[src/rtl/r16_pkg.sv]
// Shared types and defaults for the R16 modulus / inverse delay lanes.
package r16_pkg;

    localparam int unsigned P_WIDTH_DEFAULT = 64;
    localparam int unsigned P_TAG_W_DEFAULT = 4;

    typedef logic [P_WIDTH_DEFAULT-1:0] n_t;
    typedef logic [P_WIDTH_DEFAULT:0]   ninv2_t;
    typedef logic [P_TAG_W_DEFAULT-1:0] tag_t;

    localparam n_t     N_ZERO     = '0;
    localparam ninv2_t NINV2_ZERO = '0;
    localparam tag_t   TAG_ZERO   = '0;

endpackage

[src/rtl/r16_delay_lane.sv]
// One delay lane: DEPTH stages of {valid, tag, data} with stall, clear and optional sticky output.
module r16_delay_lane #(
    parameter int unsigned WIDTH  = 64,
    parameter int unsigned DEPTH  = 2,
    parameter int unsigned TAG_W  = 4,
    parameter bit          STICKY = 1'b1
) (
    input  logic             clk,
    input  logic             rst_n,
    input  logic             adv,
    input  logic             clr,
    input  logic             vld_in,
    input  logic [TAG_W-1:0] tag_in,
    input  logic [WIDTH-1:0] data_in,
    output logic [WIDTH-1:0] data_out,
    output logic [TAG_W-1:0] tag_out,
    output logic             vld_out
);

    logic [WIDTH-1:0] data_q [DEPTH];
    logic [WIDTH-1:0] data_d [DEPTH];
    logic [TAG_W-1:0] tag_q  [DEPTH];
    logic [TAG_W-1:0] tag_d  [DEPTH];
    logic [DEPTH-1:0] vld_q;
    logic [DEPTH-1:0] vld_d;

    // Source feeding each stage: index 0 is the lane input, index k is stage k-1.
    logic [WIDTH-1:0] src_data [DEPTH];
    logic [TAG_W-1:0] src_tag  [DEPTH];
    logic [DEPTH-1:0] src_vld;

    // Build the per-stage source view of the shift chain.
    always_comb begin
        src_data[0] = data_in;
        src_tag[0]  = tag_in;
        src_vld[0]  = vld_in;
        for (int k = 1; k < DEPTH; k++) begin
            src_data[k] = data_q[k-1];
            src_tag[k]  = tag_q[k-1];
            src_vld[k]  = vld_q[k-1];
        end
    end

    // Next state: clear drops valids only, advance shifts, otherwise hold.
    always_comb begin
        data_d = data_q;
        tag_d  = tag_q;
        vld_d  = vld_q;
        if (clr) begin
            vld_d = '0;
        end else if (adv) begin
            for (int k = 0; k < DEPTH; k++) begin
                // A sticky output stage only takes valid words, so bubbles never overwrite it.
                if (!STICKY || (k != DEPTH - 1) || src_vld[k]) begin
                    data_d[k] = src_data[k];
                    tag_d[k]  = src_tag[k];
                    vld_d[k]  = src_vld[k];
                end
            end
        end
    end

    // Stage registers with synchronous reset.
    always_ff @(posedge clk) begin
        if (!rst_n) begin
            for (int k = 0; k < DEPTH; k++) begin
                data_q[k] <= '0;
                tag_q[k]  <= '0;
            end
            vld_q <= '0;
        end else begin
            data_q <= data_d;
            tag_q  <= tag_d;
            vld_q  <= vld_d;
        end
    end

    assign data_out = data_q[DEPTH-1];
    assign tag_out  = tag_q[DEPTH-1];
    assign vld_out  = vld_q[DEPTH-1];

endmodule

[src/rtl/r16_mod_delay_lanes.sv]
// Carries N and Ninv2 down two independently sized delay lanes with shared generation tags.
module r16_mod_delay_lanes
    import r16_pkg::*;
#(
    parameter int unsigned P_WIDTH      = P_WIDTH_DEFAULT,
    parameter int unsigned P_N_DEPTH    = 2,
    parameter int unsigned P_NINV_DEPTH = 1,
    parameter int unsigned P_TAG_W      = P_TAG_W_DEFAULT,
    parameter int unsigned P_STICKY     = 1
) (
    input  logic               clk,
    input  logic               rst_n,
    input  logic               en,
    input  logic               flush,
    input  logic               load_in,
    input  logic [P_WIDTH-1:0] N_in,
    input  logic [P_WIDTH:0]   Ninv2_in,
    output logic [P_WIDTH-1:0] N_Dn_out,
    output logic               N_vld_out,
    output logic [P_TAG_W-1:0] N_tag_out,
    output logic [P_WIDTH:0]   Ninv2_Dn_out,
    output logic               Ninv2_vld_out,
    output logic [P_TAG_W-1:0] Ninv2_tag_out,
    output logic               match_out
);

    if (P_N_DEPTH < 1 || P_NINV_DEPTH < 1 || P_TAG_W < 1) begin : g_bad_params
        $fatal(1, "r16_mod_delay_lanes: depths and P_TAG_W must be >= 1");
    end

    logic [P_TAG_W-1:0] tag_cnt_q;
    logic [P_TAG_W-1:0] tag_cnt_d;
    logic               adv;

    // Flush outranks enable; a load during flush or stall is dropped.
    assign adv = en & ~flush;

    // Generation counter: cleared by flush, bumped per accepted load.
    always_comb begin
        tag_cnt_d = tag_cnt_q;
        if (flush) begin
            tag_cnt_d = '0;
        end else if (en && load_in) begin
            tag_cnt_d = tag_cnt_q + 1'b1;
        end
    end

    // Tag counter register with synchronous reset.
    always_ff @(posedge clk) begin
        if (!rst_n) begin
            tag_cnt_q <= '0;
        end else begin
            tag_cnt_q <= tag_cnt_d;
        end
    end

    r16_delay_lane #(
        .WIDTH  (P_WIDTH),
        .DEPTH  (P_N_DEPTH),
        .TAG_W  (P_TAG_W),
        .STICKY (P_STICKY != 0)
    ) u_n_lane (
        .clk      (clk),
        .rst_n    (rst_n),
        .adv      (adv),
        .clr      (flush),
        .vld_in   (load_in),
        .tag_in   (tag_cnt_q),
        .data_in  (N_in),
        .data_out (N_Dn_out),
        .tag_out  (N_tag_out),
        .vld_out  (N_vld_out)
    );

    r16_delay_lane #(
        .WIDTH  (P_WIDTH + 1),
        .DEPTH  (P_NINV_DEPTH),
        .TAG_W  (P_TAG_W),
        .STICKY (P_STICKY != 0)
    ) u_ninv2_lane (
        .clk      (clk),
        .rst_n    (rst_n),
        .adv      (adv),
        .clr      (flush),
        .vld_in   (load_in),
        .tag_in   (tag_cnt_q),
        .data_in  (Ninv2_in),
        .data_out (Ninv2_Dn_out),
        .tag_out  (Ninv2_tag_out),
        .vld_out  (Ninv2_vld_out)
    );

    assign match_out = N_vld_out & Ninv2_vld_out & (N_tag_out == Ninv2_tag_out);

endmodule

[config.mk]
export PLATFORM = sky130hd
export DESIGN_NAME = r16_mod_delay_lanes
export DESIGN_NICKNAME = d
export VERILOG_FILES = /design/src/rtl/r16_pkg.sv /design/src/rtl/r16_delay_lane.sv /design/src/rtl/r16_mod_delay_lanes.sv
export SDC_FILE = /design/constraint.sdc
export NUM_CORES = 1
export LEC_CHECK = 0
export BUFFER_PORTS_ARGS = -buffer_cell sky130_fd_sc_hd__buf_2
export CORE_AREA = 5 5 149 151
export CTS_CLUSTER_DIAMETER = 200
export DETAILED_ROUTE_END_ITERATION = 6
export DIE_AREA = 0 0 154 156
export PLACE_DENSITY_LB_ADDON = 0.3
export SETUP_SLACK_MARGIN = 0.4
export SYNTH_ARGS = -nofsm -noshare
export SYNTH_HDL_FRONTEND = slang
export SYNTH_SLANG_ARGS = --single-unit
[constraint.sdc]
create_clock -name clk -period 1.2 [get_ports clk]
set_clock_uncertainty 0.05 [all_clocks]
set_input_delay 0.18 -clock clk [delete_from_list [all_inputs] [get_ports clk]]
set_output_delay 0.18 -clock clk [all_outputs]
set_load 0.02 [all_outputs]
==> results of run 1 <==
power groups by stage:
| stage | Clock, mW | Combinational [mW] | Sequential [mW] |
|---|---|---|---|
| 6_report | 6.91 | 1.81 | 7.34 |
| 5_1_grt | 7.32 | 1.93 | 7.35 |
| 4_1_cts | 6.96 | 1.62 | 7.32 |
| 3_5_place_dp | 0 | 1.11 | 7.45 |
| 2_1_floorplan | 0 | 0.584 | 7.54 |
| 3_3_place_gp | 0 | 1.11 | 7.45 |
final cells by class:
type,instances,area share [%]
Clock inverter,3,0.2651
Multi-Input combinational cell,648,27.53
Tap cell,275,2.279
Inverter,3,0.07457
Sequential cell,212,29.64
Clock buffer,34,4.549
Timing Repair Buffer,534,35.66
worst max-delay path by stage:
stage,from,end,depth (start not counted)
2_1_floorplan,u_ninv2_lane.tag_out[1],match_out,3
3_3_place_gp,en,u_n_lane.data_q[103],5
3_5_place_dp,flush,u_ninv2_lane.data_out[1],5
4_1_cts,u_n_lane.tag_out[2],match_out,4
5_1_grt,u_ninv2_lane.tag_out[0],match_out,4
6_report,u_ninv2_lane.tag_out[0],match_out,4
repair_timing:
| item | 4_1_cts | 5_1_grt |
|---|---|---|
| hold endpoints to repair | 135 | 7 |
| hold buffers | 130 | 1 |
| pin swaps | 61 | 82 |
| cloned | 16 | 4 |
| setup endpoints to repair | 212 | 236 |
| resized for setup | 512 | 155 |
| setup buffers | 27 | 54 |
logic make-up after synthesis:
group	Yosys count
xor+xnor	3
fa+ha+maj	1
flops	212
buf+inv	137
compound gates	213
simple gates	431
Yosys cell counts (2+ instances only):
| cell type | n | area share (%) |
|---|---|---|
| sky130_fd_sc_hd__nand2_1 | 412 | 18 |
| sky130_fd_sc_hd__nand3_1 | 3 | 0.18 |
| sky130_fd_sc_hd__xor2_1 | 2 | 0.21 |
| sky130_fd_sc_hd__and3b_1 | 2 | 0.21 |
| sky130_fd_sc_hd__buf_6 | 7 | 0.93 |
| sky130_fd_sc_hd__buf_2 | 15 | 0.88 |
| sky130_fd_sc_hd__inv_1 | 3 | 0.13 |
| sky130_fd_sc_hd__dfxtp_1 | 212 | 50 |
| sky130_fd_sc_hd__clkbuf_1 | 29 | 1.3 |
| sky130_fd_sc_hd__nor2_1 | 5 | 0.22 |
| sky130_fd_sc_hd__buf_4 | 82 | 7.2 |
| sky130_fd_sc_hd__a21oi_1 | 4 | 0.24 |
| sky130_fd_sc_hd__nand3b_2 | 2 | 0.26 |
| sky130_fd_sc_hd__a21boi_0 | 165 | 15 |
| sky130_fd_sc_hd__nand2b_1 | 3 | 0.22 |
| sky130_fd_sc_hd__a21boi_1 | 20 | 1.8 |
| sky130_fd_sc_hd__a21boi_2 | 20 | 2.6 |
metal layers:
layer / share of wire [%] / track usage [%]
met4: 5.1 / 10.05
met5: 0.040 / 0
met3: 5.9 / 4.716
met2: 52 / 41.01
met1: 37 / 26.01
tightest hold or removal path, cell delays in order:
cell                       delay, ns
sky130_fd_sc_hd__buf_2          0.16
sky130_fd_sc_hd__nand2b_1       0.13
sky130_fd_sc_hd__a21oi_1        0.06
registers in the layout (all words and copies together), names as in the netlist:
signal                 flops
u_n_lane.tag_out           4
u_ninv2_lane.tag_out       4
u_n_lane.data_q           64
u_ninv2_lane.data_out     65
u_n_lane.data_out         64
u_n_lane.vld_q             2
u_n_lane.src_tag           4
tag_cnt_q                  4
u_ninv2_lane.vld_out       1
==> results.md, run 1 <==
Pwr:
- The logic gate share of total power is 11.3%.
- Dividing total power by cell area gives a power density of 1064 nW/um2.
- The clock network is responsible for 43.0% of the overall power.
- The analysis attributes to net switching a power of 3.727 mW.
- For this design the static power due to leakage is 6.655 nW.
- Net switching is 23.20% of the power.
- The worst-case IR drop observed on VDD is 0.9667 mV.
- The total power draw is 16.07 mW.
- The total internal power is 12.34 mW.
- In this run, flip-flops and latches consume 45.7% of the power.

STA:
- The fmax is 566.4 MHz.
- The relative slew slack is 81.77%.
- The post-layout minimum cycle time is 1.765 ns.
- The worst-margin pin slew is 0.2735 ns.
- The slack of the critical path is -0.5655 ns.
- Setup repair after global routing could not meet its margin everywhere.
- The number of hold-slack violations in the final timing report was 0.
- The final critical path takes up 147.1% of the cycle.
- The number of slew-limit violations in the final report is 0.
- The smallest hold slack is 0.03064 ns.
- After routing, the total negative slack on setup checks comes to -8.538 ns.
- Setup violations remaining at the end of the flow were counted as 90.

Route:
- The first TritonRoute pass finished after 5 iterations.
- The routed wire length is 32,270 um.
- The average detailed-routed wire length per instance is 18.88 um.
- The count of unresolved DRC violations after routing is 0.
- The final antenna-violating net count is 0.
- The violation count after the first detailed-routing iteration is 444.
- The number of vias per cell is 4.977.
- The count of vias placed by the detailed router is 8,505.

Min path:
- The worst hold path terminates at u_n_lane.vld_q[0].
- The worst hold path was traced through 3 stages.
- The tightest min-delay check is of the in -> reg type.
- The launch point of the worst hold path is en.

Worst setup path:
- Data arrives at the worst endpoint at 1.54 ns.
- The slowest stage of the critical path belongs to the cell sky130_fd_sc_hd__dfxtp_2.
- The capturing element type of the critical path is an output pin.
- Walking the worst path, the cells encountered are xnor2_2, o2111ai_2, nor3_4, buf_6.
- The worst setup path is launched from a flip-flop.
- The source of the worst register-to-register timing path is u_n_lane.vld_q[0].
- For flop-to-flop paths, the worst setup slack is -0.15 ns.
- The largest single stage delay on the critical path is 0.35 ns.
- Measured in cells, the most critical reg-to-reg path has a length of 7.
- The endpoint of the worst-slack reg-to-reg timing path is u_n_lane.data_out[14].
- Of all nets on the critical path, the largest fanout is 2.
- At the worst endpoint, the required time is 0.97 ns.
- The critical path buffer and inverter count is 1.
- In this design, the largest share of critical-path delay is due to flip-flops.
- The critical path in this run is classified as reg -> out.

Outcome:
- The flow ran to the end, but the final reports show violations.
- The checks that failed: setup timing.

Placement:
- The wire-length estimate of the detail-placed layout is 14,130 um.
- The area after detailed placement is 9871 um2.
- Prior to clock tree synthesis, the placed netlist has a worst setup slack of -0.04556 ns.
- After detailed placement, the design holds a cell count of 1,440.
- At the end of routability-driven placement, the weighted congestion stood at 0.8058.
- Buffers placed on the I/O ports in this run total 273.

Die:
- The die covers 24,020 um2.
- The top-level port count is 274.
- The placeable core region is 20,690 um2.
- The cell row count is 53.
- Once the floorplan was initialized, standard cells occupied 41.17% of the core.
- The die span in x is 154 um.
- Measured along the y axis, the die boundary spans 156 um.

Finish:
- The post-layout instance count excluding filler cells is 1,709.
- Across the whole layout, storage elements account for 4476 um2.
- The post-route cell area is 15,100 um2.
- In the layout the commonest cells are sky130_fd_sc_hd__nand2_1, sky130_fd_sc_hd__buf_6, sky130_fd_sc_hd__a21boi_1, sky130_fd_sc_hd__buf_2, sky130_fd_sc_hd__dlygate4sd3_1.
- In the final layout, the multi-input gates occupy 4158 um2.
- Measured on the finished design, the core utilization comes to 72.99%.
- The number of nets in the layout is 1,557.
- The area growth from synthesis to layout is 77.28%.
- Leaving out fill and tap cells, the most frequent cell in the layout is sky130_fd_sc_hd__nand2_1.
- Counting the fill cells in the layout gives 1,288.
- The number of diodes is 0.
- In the final layout, the share of cells above drive strength 1 is 53.49%.

CTS:
- The longest clock path from root to sink contains 3 buffers.
- The number of buffers inserted during clock tree synthesis is 23.
- The clock latency on the worst-skew pair is 0.50 ns.
- The number of clock sinks is 212.
- The CTS clock-pin slew for the worst setup and hold paths is 0.06 ns.
- TritonCTS built the clock tree.
- The library cell used as clock root buffer is sky130_fd_sc_hd__clkbuf_16.
- CTS built an H-tree with a depth of 1.

Global routing:
- The wire length of the first global-routing pass is 44,750 um.
- The number of global-route vias before repair came to 8,438.
- Global routing finished with a remaining overflow of 0.
- The initial antenna violation count was 1.
- The global-route usage over all layers is 22.75%.
- Entering global routing, the biggest net connects 76 pins.

Synth:
- The count of warnings emitted by yosys is 0.
- The post-synthesis register bit count is 212.
- Each instance of the synthesized netlist takes up on average 8.544 um2.
- In the synthesized netlist, the number of instances is 997.
- By area, the combinational part of the netlist is dominated by simple AND/OR/NAND/NOR gates.
- Summing the areas of all and, or, nand and nor instances in the mapped netlist gives 19.55% of the synthesized area.
- Among all flip-flop cells after synthesis, the most frequent one is sky130_fd_sc_hd__dfxtp_1.
- The post-synthesis cell type count is 28.
- Counting flops with a built-in enable in the synthesized netlist gives 0.
- When the netlist entered floorplanning its net count stood at 1,132.
- The synthesized-area fraction occupied by xor and xnor cells is 0.3085%.
- The sequential element share of the synthesized area is 49.82%.
- The total standard cell area after synthesis is 8518 um2.
- The share of async-settable or async-resettable flops after synthesis is 0%.
- The share of synthesized cell area in full adder, half adder and majority cells is 0.1469%.
- The fraction of synthesized area in multiplexers is 0%.
- The synthesized netlist devotes 19.55% of its cell area to compound gates.

Flow run:
- The number of max-cap violations is 0.
(Power assumes the default switching activity.)
==> inputs of run 2 (changes only) <==
--- a/config.mk
+++ b/config.mk
@@ -5,11 +5,11 @@
 export SDC_FILE = /design/constraint.sdc
 export NUM_CORES = 1
 export LEC_CHECK = 0
-export BUFFER_PORTS_ARGS = -buffer_cell sky130_fd_sc_hd__buf_2
 export CORE_AREA = 5 5 149 151
 export CTS_CLUSTER_DIAMETER = 200
 export DETAILED_ROUTE_END_ITERATION = 6
 export DIE_AREA = 0 0 154 156
+export DONT_BUFFER_PORTS = 1
 export PLACE_DENSITY_LB_ADDON = 0.3
 export SETUP_SLACK_MARGIN = 0.4
 export SYNTH_ARGS = -nofsm -noshare
==> run 2 against run 1 <==
Net effect: the run ends with hold timing, setup timing left; flip-flop and latch count stayed put; global-route usage is 3.1 points lower; core utilization is 12 points lower; via count is 18% lower; clock power is 9.7% higher; register-to-register slack hardly changed; critical endpoint unchanged; power is 1.2% lower; wire length is 21% lower; fmax is 4.6% higher; cell count is 19% lower; sequential power is 2% lower; first-iteration DRC count is 16% lower.
==> results.md, run 2 (same netlist as run 1, synthesis figures left out) <==
Placement:
- The number of buffers added on ports is 0.
- The HPWL reported at the end of detailed placement is 12,810 um.
- The final weighted congestion in routability-driven placement is 0.7380.
- The area after detailed placement is 8444 um2.
- Including well taps, the total number of placed cells is 1,166.
- The worst slack after detailed placement is 0.03170 ns.

Finish:
- The post-route cell area is 12,610 um2.
- The count of cells in the finished layout, fillers not included, comes to 1,390.
- The number of diodes is 0.
- The filler cell count is 1,619.
- Leaving out fill and tap cells, the most frequent cells in the layout are sky130_fd_sc_hd__nand2_1, sky130_fd_sc_hd__a21boi_1, sky130_fd_sc_hd__dlygate4sd3_1, sky130_fd_sc_hd__dfxtp_4, sky130_fd_sc_hd__dfxtp_1.
- The number of nets in the layout is 1,234.
- The relative area change from synthesis to final layout is 48.00%.
- For this run, the share of the core covered by cells in the final layout is 60.93%.
- The area used by sequential logic in the layout is 4748 um2.
- The multi-input combinational cell area is 4033 um2.
- The most common cell after layout, fill and taps aside is sky130_fd_sc_hd__nand2_1.
- The fraction of layout cells with a size suffix above 1 is 37.94%.
- The flip-flop count of the largest register, all copies and words added is 65.

Route:
- After detailed routing, the average wire length per cell comes to 18.30 um.
- The violation count after the first detailed-routing iteration is 374.
- The count of nets left with antenna violations once routing finished came out at 0.
- The number of vias per cell is 5.001.
- The length of the first detailed-routing pass in iterations is 5.
- The count of unresolved DRC violations after routing is 0.
- The final route contains 6,952 vias.
- Wires add up to 25,430 um.

STA:
- At the pin with the least slew margin, the transition time is 0.3863 ns.
- The number of slew-limit violations in the final report is 0.
- The number of setup violations in the final report is 80.
- The tightest hold path in the finished design has a slack of -0.2150 ns.
- The slack of the critical path is -0.4886 ns.
- Setup repair after global routing could not meet its margin everywhere.
- Derived from the worst setup path, the maximum achievable clock frequency is 592.2 MHz.
- The post-layout minimum cycle time is 1.689 ns.
- The final critical path takes up 140.7% of the cycle.
- Measured against its own limit, the worst slew margin works out to 74.24%.
- The number of hold-slack violations in the final timing report is 99.
- Setup total negative slack on the finished layout was measured at -5.862 ns.

Worst setup path:
- Data arrives at the worst endpoint at 1.46 ns.
- The source of the worst register-to-register timing path is u_n_lane.vld_q[0].
- The worst-case reg-to-reg path depth is 7.
- The element type at the critical path start is a flip-flop.
- By startpoint and endpoint, the worst setup path is classified as reg -> out.
- In this run the worst path has a maximum fanout of 2.
- In this run the register-to-register setup slack is -0.15 ns.
- Data on the critical path is required at its endpoint by 0.97 ns.
- The endpoint of the worst-slack reg-to-reg timing path is u_n_lane.data_out[54].
- The capturing element type of the critical path is an output pin.

Global routing:
- The largest net degree at the start of global routing is 207.
- The final global-route overflow total is 0.
- The number of global-route vias before repair is 6,944.
- The wire length of the first global-routing pass is 38,600 um.
- Global routing used 19.68% of the available tracks.
- The initial antenna violation count was 0.

Pwr:
- For this design the static power due to leakage is 4.922 nW.
- The ratio of total power to cell area is 1259 nW/um2.
- The maximum resistive drop on vdd is 1.256 mV.
- The fraction of power spent switching nets is 22.34%.
- Per report_power, the clock group accounts for 47.7% of the total.
- The logic gate share of total power is 6.8%.
- The register share of total power is 45.5%.
- Cell internal power was estimated by the tool at 12.32 mW.
- Power comes to 15.87 mW.
- The net switching power is 3.545 mW.

CTS:
- CTS built an H-tree with a depth of 1.
- The library cell used as clock root buffer is sky130_fd_sc_hd__clkbuf_16.
- At the later pin of the worst-skew pair, clock insertion delay measures 0.50 ns.
- The CTS clock-pin slew for the worst setup and hold paths is 0.06 ns.
- Clock tree synthesis found a total of 212 sinks.
- The number of buffers inserted during clock tree synthesis is 24.
- TritonCTS built the clock tree.
- The buffer depth of the longest clock path is 3.

Die:
- The die is 154 um wide.
- Pin placement for this block handled 274 I/O pins.
- The cell row count is 53.
- The die is 156 um tall.
- The die covers 24,020 um2.
- Once the floorplan was initialized, standard cells occupied 41.17% of the core.
- The placeable core region is 20,690 um2.

Outcome:
- The flow ran to the end, but the final reports show violations.
- The final reports fail on hold timing, setup timing.

Min path:
- The launch point of the worst hold path is rst_n.
- The worst hold path endpoint is u_ninv2_lane.data_out[62].
- Along the worst hold path, the cell count comes to 1.
- The min-delay analysis places its worst path in the category in -> reg.

Flow run:
- The tool flagged a number of max-cap violations equal to 0.
-- run 2: changes by cell type in the layout (fill, tap and decap cells not counted), sizes merged --
cell / change
clkinv: +1
buf: -322
dlymetal6s4s: +1
inv: +1
-- run 2: how the worst max path moves through the flow --
stage          slack (ns)                    start  cells past startpoint               endpoint
6_report            -0.49  u_ninv2_lane.tag_out[0]                      3              match_out
2_1_floorplan        0.04  u_ninv2_lane.tag_out[1]                      3              match_out
3_5_place_dp         0.03        u_n_lane.vld_q[0]                      4  u_n_lane.data_out[59]
3_3_place_gp         0.05        u_n_lane.vld_q[0]                      4    u_n_lane.tag_out[3]
4_1_cts             -0.50  u_ninv2_lane.tag_out[0]                      3              match_out
5_1_grt             -0.54  u_ninv2_lane.tag_out[0]                      3              match_out
-- run 2: per-layer routing --
layer	up-vias	wire length (um)	share of wire, %	GRT usage, %
met5	-	0	0	0
met4	0	1001	3.9	7.780
met3	72	1973	7.8	5.825
met2	255	12740	50	33.55
met1	3275	9715	38	23.38
li1	3350	-	-	-
-- run 2: power by group through the flow --
stage                     logic, mW  registers (mW)  clock network, mW
after floorplan               0.584            7.54                  0
after global placement        0.559            7.57                  0
after detailed placement      0.570            7.57                  0
after CTS                      1.01            7.19               7.76
after global routing           1.16            7.23               8.06
final                          1.08            7.22               7.58
-- run 2: timing repair --
action,CTS,global route
hold endpoints to repair,212,205
cloned,17,1
pin swaps,39,75
setup endpoints to repair,232,221
hold buffers,127,5
resized for setup,346,126
setup buffers,26,6
-- run 2: cell type report --
class,count,area share [%]
repair buffers,210,20.85
flip-flops and latches,212,37.66
multi-input cells,648,31.99
clock inverters,5,0.4764
well taps,275,2.729
inverters,3,0.08932
clock buffers,37,6.203
-- run 2: critical path, stage by stage (launching register included) --
cell and delay, ns:
sky130_fd_sc_hd__dfxtp_2 0.34, sky130_fd_sc_hd__xnor2_2 0.18, sky130_fd_sc_hd__o2111ai_2 0.16, sky130_fd_sc_hd__nor3_4 0.28
